[src/rtl/countdown_timer.sv]
// Loadable down-counter with prescaler, start/stop/pause control, optional
// auto-reload and a one-cycle done pulse on terminal count.
module countdown_timer #(
  parameter int BW    = 8,
  parameter int PRESC = 1
) (
  input  logic          clk_i,
  input  logic          rst_i,
  input  logic [BW-1:0] load_val_i,
  input  logic          start_i,
  input  logic          stop_i,
  input  logic          pause_i,
  input  logic          reload_en_i,
  output logic [BW-1:0] count_o,
  output logic          busy_o,
  output logic          done_o
);

  localparam int            PW         = (PRESC > 1) ? $clog2(PRESC) : 1;
  localparam logic [PW-1:0] PRESC_LAST = PW'(PRESC - 1);
  localparam logic [PW-1:0] PRESC_ONE  = PW'(1);
  localparam logic [BW-1:0] COUNT_ONE  = BW'(1);

  typedef enum logic [1:0] {IDLE, RUN, PAUSED} state_t;

  state_t        r_state;
  logic [BW-1:0] r_count;
  logic [BW-1:0] r_reload;
  logic [PW-1:0] r_presc;
  logic          r_busy;
  logic          r_done;

  logic w_tick;
  logic w_loadZero;

  assign w_tick     = (r_presc == PRESC_LAST);
  assign w_loadZero = (load_val_i == '0);

  // Control priority is stop > start > pause; leaving PAUSED takes a
  // counting step in the same cycle so a pause costs exactly its length.
  always_ff @(posedge clk_i or posedge rst_i) begin
    if (rst_i) begin
      r_state  <= IDLE;
      r_count  <= '0;
      r_reload <= '0;
      r_presc  <= '0;
      r_busy   <= 1'b0;
      r_done   <= 1'b0;
    end else begin
      r_done <= 1'b0;
      case (r_state)
        IDLE: begin
          if (start_i) begin
            if (w_loadZero) begin
              r_done <= 1'b1;
            end else begin
              r_reload <= load_val_i;
              r_count  <= load_val_i;
              r_presc  <= '0;
              r_state  <= RUN;
              r_busy   <= 1'b1;
            end
          end
        end
        RUN, PAUSED: begin
          if (stop_i) begin
            r_count <= '0;
            r_presc <= '0;
            r_state <= IDLE;
            r_busy  <= 1'b0;
          end else if (start_i) begin
            r_presc <= '0;
            if (w_loadZero) begin
              r_count <= '0;
              r_done  <= 1'b1;
              r_state <= IDLE;
              r_busy  <= 1'b0;
            end else begin
              r_reload <= load_val_i;
              r_count  <= load_val_i;
              r_state  <= RUN;
              r_busy   <= 1'b1;
            end
          end else if (pause_i) begin
            r_state <= PAUSED;
          end else begin
            r_state <= RUN;
            if (w_tick) begin
              r_presc <= '0;
              if (r_count > COUNT_ONE) begin
                r_count <= r_count - COUNT_ONE;
              end else begin
                r_done <= 1'b1;
                if (reload_en_i) begin
                  r_count <= r_reload;
                end else begin
                  r_count <= '0;
                  r_state <= IDLE;
                  r_busy  <= 1'b0;
                end
              end
            end else begin
              r_presc <= r_presc + PRESC_ONE;
            end
          end
        end
        default: begin
          r_state <= IDLE;
          r_count <= '0;
          r_presc <= '0;
          r_busy  <= 1'b0;
        end
      endcase
    end
  end

  assign count_o = r_count;
  assign busy_o  = r_busy;
  assign done_o  = r_done;

endmodule

[config.mk]
export PLATFORM = sky130hd
export DESIGN_NAME = countdown_timer
export DESIGN_NICKNAME = d
export VERILOG_FILES = /design/src/rtl/countdown_timer.sv
export SDC_FILE = /design/constraint.sdc
export NUM_CORES = 1
export LEC_CHECK = 0
export ABC_AREA = 1
export CAP_MARGIN = 20
export CORE_MARGIN = 1.5
export CORE_UTILIZATION = 30
export DETAILED_ROUTE_END_ITERATION = 10
export PLACE_DENSITY = 0.49
export SLEW_MARGIN = 40
export SYNTH_ARGS = -nofsm -noshare
export SYNTH_HDL_FRONTEND = slang
export SYNTH_SLANG_ARGS = --single-unit
[constraint.sdc]
create_clock -name clk_i -period 2.1 [get_ports clk_i]
set_input_delay 0.315 -clock clk_i [delete_from_list [all_inputs] [get_ports clk_i]]
set_output_delay 0.315 -clock clk_i [all_outputs]
set_load 0.1 [all_outputs]
==> results.toml, run 1 <==
[placed_design]
io_buffers = 23
placed_cell_area_sq_mm = 0.00176
dp_hpwl_um = 2820
place_ws_ps = 232
place_congestion = 0.799

[yosys]
synthCells = 211
avgSynthCellArea_sq_um = 6.99
ys_top_cells_by_area = "dfrtp_1 34%, nand2_1 18%, inv_1 6.1%"
netlist.area_leader.share_pct = 34.0
synth.cell_area_sq_mm = 0.00147
ys_warn_count = 0
yosys.area.top_type = "dfrtp_1"
ys_seq_elements = 20
ys_seq_area_share_pct = 34.0
synth_fp_nets = 229
synth_cell_types = 23

[global_route]
grt_pass1_vias = 1261
grt_pass1_wl_um = 6280
grt_use_total_pct = 15.4
antenna_found_initial = 0
grt_max_degree = 21
grt-ovfl-total = 0

[die]
dieArea_sq_mm = 0.00534
initial_utilization_pct = 31.2
io_pins = 24
fp.dieW_um = 73.1
die_h_um = 73.1
rows = 25
coreArea_sq_mm = 0.00472

[layout]
finalInstanceArea_sq_mm = 0.00183
diodes = 0
area_growth_pct = 24.4
fill_cells = 496
layout-drive-gt1-share_pct = 21.0
fin_nets = 257

[clock_tree]
hold_buffers = 0
clock_latency_ps = 260
clock-sinks = 20
cts_setup_buffers = 0
cts_buffers = 3
path_clk_slew_ps = 80
clockBufferDepth = 2
htreeDepth = 1
root_buffer = "clkbuf_8"
post_cts_resized = 0
cts_tree = "yes"

[sta]
hold_viol_final = 0
whs_ps = 365
final.setup.worst_slack_ps = 327
tightest_slew_ps = 644
setup-tns-final_ps = 0
max_slew_margin_pct = 56.9
clock_skew_ps = 4.26
finalMaxSlewViolations = 0
fmax_ghz = 0.564
fin_crit_sh_pct = 84.4
rsz0062_at_grt = "false"
setup_viol = 0
min_period_ps = 1770

[drt]
vias_per_cell = 4.48
ant_nets = 0
drc = 0
post_drt_wl_per_cell_um = 11.9
drt_wl_total_um = 3620
num_vias = 1366
drtIter0Drc = 76
dr.pass1.iters = 4

[power]
power_density_mw_per_mm2 = 1640
vdd_drop_max_uv = 504
total_power_mw = 3.01
p_leak_nw = 0.969

[critical_path]
reg2regPathDepth = 10
end_kind = "flop"
critPathKind = "reg2reg"
cp-start-kind = "flop"
critPathArrivalTime_ps = 1970
cp.required_ps = 2300
path_max_fanout = 5

[min_path]
hp-class = "in2async"

[status]
status = "complete, no violations"

[job]
drv_cap = 0
==> report_power, final <==
part           switching [mW]  internal, mW
Sequential              0.164         0.539
Combinational            1.39         0.522
Clock                   0.139         0.255
==> critical path, stage by stage, from the launching register on <==
cell and delay, ps:
dfrtp_1 370, inv_1 70, ha_1 280, inv_2 50, nor2_4 80, inv_2 90
o21ai_2 240, inv_1 160, o22ai_1 230, nand2_1 90, nand2_1 60
==> synth_stat cells <==
cell type,n
a21oi_1,8
buf_4,1
buf_6,1
dfrtp_1,20
ha_1,4
inv_1,24
inv_2,13
nand2_1,69
nand2_2,1
nand2_4,6
nand3_1,14
nand3_2,1
nand4_1,3
nor2_1,13
nor2_2,2
nor2_4,5
nor2_8,2
nor4_1,1
o211ai_2,1
o21ai_0,5
o21ai_1,13
o21ai_2,1
o22ai_1,3
==> worst paths after layout <==
path	start	endpoint	slack (ps)
max	r_state[1]	count_o[0]	330
min	rst_i	done_o	370
max reg2reg	r_state[1]	count_o[0]	330
min reg2reg	r_reload[2]	r_reload[2]	500
max in group asynchronous	rst_i	count_o[0]	1500
min in group clk_i	r_reload[2]	r_reload[2]	500
==> kinds of logic after synthesis <==
logic type,after synthesis,synth area share [%]
DFF,20,34.0
adders and majority gates,4,3.40
AOI/OAI and AO/OA,31,11.5
and+or+nand+nor,117,40.4
buffers and inverters,39,10.7
==> layer usage <==
layer  wire (um)  global-route usage (%)  up-vias
met5           0                       0        -
met4          38                    4.40        0
met3         170                    1.80        4
met2        1570                    22.5       36
met1        1840                    23.4      604
li1            -                       -      722
==> stage by stage <==
| step | cells | util (%) |
|---|---|---|
| 3_3_place_gp | 301 | 37.3 |
| 5_1_grt | 305 | 38.8 |
| 2_1_floorplan | 211 | - |
| 6_report | 305 | 38.8 |
| 3_5_place_dp | 301 | 37.3 |
| 4_1_cts | 305 | 38.8 |
==> sequential cells by signal (all words and copies together) (netlist names) <==
register  cells
done_o        1
busy_o        1
r_reload      8
count_o       8
r_state       2
==> layout by cell type, fill, tap and decap left out, drive strengths merged, types with 3 or more instances in the layout <==
| cell type | Yosys | routed |
|---|---|---|
| nand2 | 76 | 76 |
| inv | 37 | 37 |
| nor2 | 22 | 22 |
| dfrtp | 20 | 20 |
| o21ai | 19 | 19 |
| nand3 | 15 | 15 |
| clkdlybuf4s50 | 0 | 13 |
| buf | 2 | 12 |
| a21oi | 8 | 8 |
| ha | 4 | 4 |
| nand4 | 3 | 3 |
| o22ai | 3 | 3 |
| clkbuf | 0 | 3 |
==> layout make-up <==
| class | instances | area, sq um | area share (%) |
|---|---|---|---|
| Multi-Input combinational cell | 152 | 816 | 44.5 |
| Inverter | 37 | 139 | 7.58 |
| Sequential cell | 20 | 503 | 27.4 |
| Clock inverter | 1 | 30.0 | 1.64 |
| Tap cell | 67 | 83.8 | 4.57 |
| Clock buffer | 3 | 41.3 | 2.25 |
| Timing Repair Buffer | 25 | 220 | 12.0 |
(Power assumes the default switching activity.)
==> run 2: changes to the inputs <==
- clock period: 2.1 -> 1.8 ns (I/O delays scaled with it)
==> results.toml, run 2 (synthesis gave the netlist of run 1 again) <==
[critical_path]
path_max_fanout = 4
reg2regPathDepth = 13
worstPathCellList = "buf_6, ha_2, inv_1, nand2_2, nand2_4, nor2_8, buf_4, a21oi_2, nand2_1, nand2_1, nand2_1, nand2_1, nand2_1"
slowest_delay_ps = 490
cp-start-kind = "flop"
cp.required_ps = 1960
cp_slowest_cell = "dfrtp_4"
critPathArrivalTime_ps = 1820
crit_top_cell = "nand2_1"
critPathKind = "reg2reg"
end_kind = "flop"
r2r-start = "count_o[0]"
timing.rr.end = "count_o[7]"
r2r_slack_ps = 140

[drt]
post_drt_wl_per_cell_um = 11.6
drt_wl_total_um = 3650
drtIter0Drc = 89
num_vias = 1391
dr.pass1.iters = 4
drc = 0
vias_per_cell = 4.42
ant_nets = 0

[die]
dieArea_sq_mm = 0.00534
io_pins = 24
coreArea_sq_mm = 0.00472
rows = 25
fp.dieW_um = 73.1
die_h_um = 73.1
initial_utilization_pct = 31.2

[global_route]
grt-ovfl-total = 0
grt_pass1_wl_um = 6590
grt_use_total_pct = 16.1
grt_pass1_vias = 1322
antenna_found_initial = 0
grt_max_degree = 17

[layout]
area_growth_pct = 39.7
layout_common_cells = "68 x nand2_1, 22 x inv_1, 14 x inv_2, 14 x nand3_1"
fin_nets = 267
layout.cells.most_common = "nand2_1"
layout-drive-gt1-share_pct = 28.6
fin_cells = 315
fill_cells = 487
diodes = 0

[placed_design]
io_buffers = 23
place_congestion = 0.811
place_inst = 308
dp_hpwl_um = 2930

[power]
switching_share_pct = 52.1
total_power_mw = 3.97
pwr-share-comb_pct = 66.5
power_density_mw_per_mm2 = 1930
netSwitchingPower_mw = 2.07
vdd_drop_max_uv = 517
seqPwrFrac_pct = 21.7
intPower_mw = 1.90
p_clk_share_pct = 11.8
p_leak_nw = 1.04

[sta]
fin_crit_sh_pct = 92.4
hold_viol_final = 0
tightest_slew_ps = 635
finalMaxSlewViolations = 0
setup-tns-final_ps = 0
setup_viol = 0
rsz0062_at_grt = "false"
clock_skew_ps = 6.06
max_slew_margin_pct = 57.6
fmax_ghz = 0.601
min_period_ps = 1660

[clock_tree]
clock_latency_ps = 270
hold_buffers = 0
clock-sinks = 20
htreeDepth = 1
cts_buffers = 3
path_clk_slew_ps = 80
root_buffer = "clkbuf_8"
clockBufferDepth = 2
cts_tree = "yes"

[min_path]
hp-class = "in2async"

[job]
drv_cap = 0

[status]
status = "complete, no violations"
[run 2: routing by layer]
metal	up-vias	GRT usage, %	part of all wire [%]
li1	740	-	-
met1	612	24.8	51
met2	32	22.8	43
met3	7	2.21	4.0
met4	0	5.03	1.8
met5	-	0	0
[run 2: area by class of cell]
type                    instances  area (sq um)  area share, %
multi-input cells             152           837           40.6
inverters                      37           141           6.87
clock buffers                   3          41.3           2.00
repair buffers                 35           412           20.0
flip-flops and latches         20           514           25.0
clock inverters                 1          30.0           1.46
well taps                      67          83.8           4.07
[run 2: timing repair]
action	CTS	global route
resized for setup	0	9
buffers inserted	0	3
setup endpoints to repair	0	6
[run 2: through the flow]
stage / utilization, % / setup slack, ps / hold slack, ps / area [sq um]
floorplan: - / 13.7 / 234 / 1490
global placement: 40.8 / 25.0 / 475 / 1930
detailed placement: 40.8 / 27.9 / 479 / 1930
CTS: 42.3 / 71.1 / 320 / 2000
global route: 43.6 / 7.91 / 353 / 2060
finish: 43.6 / 137 / 294 / 2060
[run 2: worst max-delay path: cells and delay by family (launching register included)]
family | cells | cell delay [ps]
AO/OA/AOI/OAI | 1 | 100
buffers and inverters | 3 | 340
AND/OR/NAND/NOR | 8 | 440
adder cells (fa/ha/maj) | 1 | 180
flip-flops | 1 | 490
[run 2: power by group through the flow]
stage	clock [mW]	combinational, mW	sequential, mW
detailed placement	0	2.53	0.869
finish	0.467	2.64	0.861
CTS	0.480	2.54	0.861
global placement	0	2.54	0.869
global route	0.498	2.89	0.900
floorplan	0	1.14	1.48
[run 2: how the worst max path moves through the flow]
stage          cells after the start           to       start  slack, ps
6_report                          13   count_o[7]  count_o[0]        140
2_1_floorplan                     13   count_o[5]  count_o[1]         10
3_3_place_gp                       6  r_reload[5]     start_i         20
3_5_place_dp                       6  r_reload[3]     start_i         30
5_1_grt                           13   count_o[7]  count_o[0]          8
4_1_cts                           13   count_o[5]  count_o[0]         70
==> patch 1, RTL diff (settings of run 1) <==
Make the reset (`rst_i`) synchronous in one clocked block.
--- a/src/rtl/countdown_timer.sv
+++ b/src/rtl/countdown_timer.sv
@@ -40,3 +40,3 @@
   // counting step in the same cycle so a pause costs exactly its length.
-  always_ff @(posedge clk_i or posedge rst_i) begin
+  always_ff @(posedge clk_i) begin
     if (rst_i) begin
Behaviour: differs if rst_i is asserted again (counterexample within 4 cycles, from zero or initial values and one cycle with rst_i high); with rst_i held inactive, the same outputs for 10 cycles.
==> patch 1 against run 1 <==
- hold slack gained 0.087 ns
- sequential cell count is the same
- synthesized cell count grew 7.1%
- synthesized area shrank 5.1%
- maximum frequency shrank 3.1%
- combinational power shrank 48%
- setup slack lost 0.057 ns
- highest routed layer unchanged
- largest power group unchanged
- cell count shrank 0.98%
- total power shrank 42%
- routed wire length grew 1.2%
- critical path depth grew 3
- final area shrank 7.8%
- die area shrank 4.9%
==> patch 1: results (changes against run 1) <==
Async SR Flop Fraction 0 (was 1.000); Num CTS Buffers 3 (unchanged); EDFF count, synth 0 (unchanged); pin count of the biggest net entering global routing 17 (was 21); cts repair resizes 0 (unchanged); Ys Warns 0 (unchanged); antenna violations before repair 0 (unchanged); layout cell share with drive strength beyond 1 0.1480 (was 0.2101); syn_nets 244 (was 229); Max FO, Critical Path 11 (was 5); GRT Util Overall 0.1578 (was 0.1537); clk_lat worst skew 0.26 ns (about the same); number of global-route vias before repair 1279 (was 1261); status finished, final reports clean (unchanged); PortBufs 23 (unchanged); sequential share of the synthesized area 0.2862 (was 0.3396); Post-synth top cells nand2_1 (68), inv_1 (33), dfxtp_1 (20), nand3_1 (19), nor2_1 (18) (was nand2_1 (69), inv_1 (24), dfrtp_1 (20), nand3_1 (14)); H-tree depth 1 (unchanged); vias post-DR 1366 (unchanged); Final Wtd Congestion 0.8117 (was 0.7990); met2 wire len 1583 µm (was 1569 µm); worst-margin pin slew 0.3220 ns (was 0.6443 ns); Starting DRT DRC Count 57 (was 76); Critical Path Slowest Stage Cell dfxtp_2 (was dfrtp_1); main area contributors after synthesis dfxtp_1 (29%), nand2_1 (18%), inv_1 (8.9%) (was dfrtp_1 (34%), nand2_1 (18%), inv_1 (6.1%)); setup bufs post-CTS 0 (unchanged); final net count 270 (was 257); clk root buf clkbuf_8 (unchanged); first-pass GRT wire length 6272 µm (was 6279 µm); DRT Wirelength 3663 µm (was 3620 µm); max layer used met4 (unchanged); worst path arrival time 1.99 ns (was 1.97 ns); metal3 WL 109 µm (was 170 µm); Longest Clk Path Bufs 2 (unchanged); Hold Crit Class flop to flop (was input port to async pin); Layout Skew 0.002650 ns (was 0.004256 ns); most common cell in the netlist nand2_1 (unchanged); Pleak 0.0008190 µW (was 0.0009687 µW); ant diodes 0 (unchanged); clock transition at the registers of the reported paths 0.07 ns; Distinct cells, synth 25 (was 23); metal1 wirelength 1942 µm (was 1843 µm); slowest stage delay, CP 0.36 ns; post-detail-place hpwl 2973 µm (was 2820 µm); maximum VDD drop 0.0003351 V (was 0.0005039 V); first drt pass iteration count 4 (unchanged); Fillers 498 (was 496)
patch 1: area by class of cell:
| class | instances | area share |
|---|---|---|
| timing repair buffer | 23 | 0.1214 |
| multi-input combinational | 165 | 0.4900 |
| inverter | 39 | 0.08734 |
| tap | 52 | 0.03849 |
| sequential | 20 | 0.2383 |
| clock buffer | 3 | 0.02443 |
patch 1: kinds of logic (layout without fill, tap and decap cells):
| kind of cell | count (synthesis) | in the layout | share of synthesized area |
|---|---|---|---|
| buffers and inverters | 41 | 65 | 0.1216 |
| AND/OR/NAND/NOR | 125 | 125 | 0.4141 |
| XOR/XNOR | 1 | 1 | 0.006262 |
| adder cells (fa/ha/maj) | 4 | 4 | 0.03578 |
| AO/OA/AOI/OAI | 35 | 35 | 0.1360 |
| flip-flops | 20 | 20 | 0.2862 |
patch 1: worst max-delay path: cells and delay by family (launching register included):
kind	cells	cell delay, ns
buf+inv	2	0.19
compound gates	1	0.11
simple gates	9	0.74
flops	1	0.36
fa+ha+maj	1	0.32
patch 1: final timing paths:
kind | from | end | slack, ns | depth (start not counted)
setup / recovery | count_o[0]$_SDFFE_PP0P_ | count_o[5]$_SDFFE_PP0P_ | 0.27 | 13
hold / removal | r_reload[7]$_SDFFE_PP0P_ | r_reload[7]$_SDFFE_PP0P_ | 0.45 | 2
setup reg to reg | count_o[0]$_SDFFE_PP0P_ | count_o[5]$_SDFFE_PP0P_ | 0.27 | 13
hold reg to reg | r_reload[7]$_SDFFE_PP0P_ | r_reload[7]$_SDFFE_PP0P_ | 0.45 | 2
patch 1: where the power goes:
part | switching, µW | leakage (µW) | total [µW] | internal, µW
Combinational | 695 | 0.000632 | 988 | 293
Clock | 127 | 0.0000216 | 255 | 128
Sequential | 61.0 | 0.000166 | 499 | 438
patch 1: stage by stage:
stage / instances / power (µW) / hold slack [ns] / instance area (µm²) / worst slack (ns)
4_1_cts: 302 / 1760 / 0.4557 / 1690 / 0.2499
3_3_place_gp: 299 / 1507 / 0.4368 / 1649 / 0.2222
2_1_floorplan: 226 / 1287 / 0.3841 / 1401 / 0.1346
5_1_grt: 302 / 1889 / 0.4694 / 1690 / 0.08935
3_5_place_dp: 299 / 1499 / 0.4436 / 1649 / 0.2289
6_report: 302 / 1742 / 0.4520 / 1690 / 0.2693
patch 1: layer usage:
layer	up-vias	GRT usage
met5	-	0
met4	0	0.03145
met3	2	0.03516
met2	16	0.2531
met1	587	0.2189
li1	761	-
==> patch 2, RTL diff (flow settings as in run 1) <==
Without the edit above. Set the parameter `BW` to 9 (it was 8).
--- a/src/rtl/countdown_timer.sv
+++ b/src/rtl/countdown_timer.sv
@@ -3,3 +3,3 @@
 module countdown_timer #(
-  parameter int BW    = 8,
+  parameter int BW    = 9,
   parameter int PRESC = 1
Ports: changed (resized count_o and load_val_i); port bits go from 24 to 26. No check against the original RTL was run, so the function may have changed too.
==> patch 2 against run 1 <==
- routed wire length rose by 9.9%
- synthesized area rose by 5.4%
- final area rose by 5.4%
- count of clock-buffer cells in the layout rose by 1
- total power fell by 0.31%
- synthesized cell count rose by 6.6%
- sequential cell count rose by 2
- setup slack got worse by 0.049 ns
- critical endpoint is now count_o[5]$_DFFE_PP0P_
- largest cell class unchanged
- largest power group unchanged
==> patch 2: results (changes against run 1) <==
status finished, final reports clean (unchanged); P_clk 306 µW (was 393 µW); syn avg cell area 6.907 µm² (was 6.985 µm²); pin count of the biggest net entering global routing 23 (was 21); largest delay contributor family on the critical path simple AND/OR/NAND/NOR gates (was compound AO/OA/AOI/OAI gates); pre-CTS setup slack 0.1633 ns (was 0.2322 ns); layout cell share with drive strength beyond 1 0.1479 (was 0.2101); Post-synth top cells nand2_1 (68), nand3_1 (36), inv_1 (33), dfrtp_1 (22), o21ai_0 (16) (was nand2_1 (69), inv_1 (24), dfrtp_1 (20), nand3_1 (14)); post-synthesis xor/xnor area fraction 0.01691 (was 0); Starting DRT DRC Count 83 (was 76); Worst R2R End count_o[5]$_DFFE_PP0P_ (was count_o[0]$_DFFE_PP0P_); Min Hold Slack 0.3810 ns (was 0.3654 ns); PortBufs 25 (was 23); Yosys top cell area share 0.3543 (was 0.3396); DP Cell Count 323 (was 301); Pleak 0.0009658 µW (was 0.0009687 µW); maximum VDD drop 0.0005266 V (was 0.0005039 V); Final Wtd Congestion 0.8363 (was 0.7990); Layout Skew 0.004821 ns (was 0.004256 ns); power in combinational cells 1950 µW (was 1910 µW); net load switching power 1710 µW (was 1693 µW); first-pass GRT wire length 6844 µm (was 6279 µm); post-detail-place hpwl 3176 µm (was 2820 µm); sequential share of the synthesized area 0.3543 (was 0.3396); syn_nets 244 (was 229); final cell count without fillers 327 (was 305); adder-cell share of the synthesized area 0.03221 (was 0.03396); relative slew slack 0.7366 (was 0.5692); drt via density 4.517 (was 4.479); worst setup path startpoint r_state[0]$_DFFE_PP0P_ (was r_state[1]$_DFFE_PP0P_); Distinct cells, synth 25 (was 23); DRT Wirelength 3979 µm (was 3620 µm); fin crit share 0.8675 (was 0.8444)
patch 2: cell types whose count changed after synthesis, sizes merged, moves of 2 or more:
cell   delta
a21oi     -4
dfrtp     +2
nand2     -7
nand3    +22
o22ai     -3
xor2      +2
inv       -2
patch 2: area by class of cell:
| cell class | count | area (µm²) |
|---|---|---|
| fillers | 568 | 3110 |
| multi-input cells | 165 | 838.3 |
| flip-flops and latches | 22 | 551.8 |
| repair buffers | 31 | 267.8 |
| inverters | 35 | 131.4 |
| well taps | 70 | 87.58 |
| clock buffers | 4 | 55.05 |
patch 2: layer usage:
| layer | vias to the layer above | wire [µm] | track usage |
|---|---|---|---|
| met1 | 666 | 1983 | 0.2357 |
| li1 | 780 | - | - |
| met2 | 29 | 1822 | 0.2488 |
| met5 | - | 0 | 0 |
| met3 | 2 | 150 | 0.02008 |
| met4 | 0 | 23 | 0.03434 |
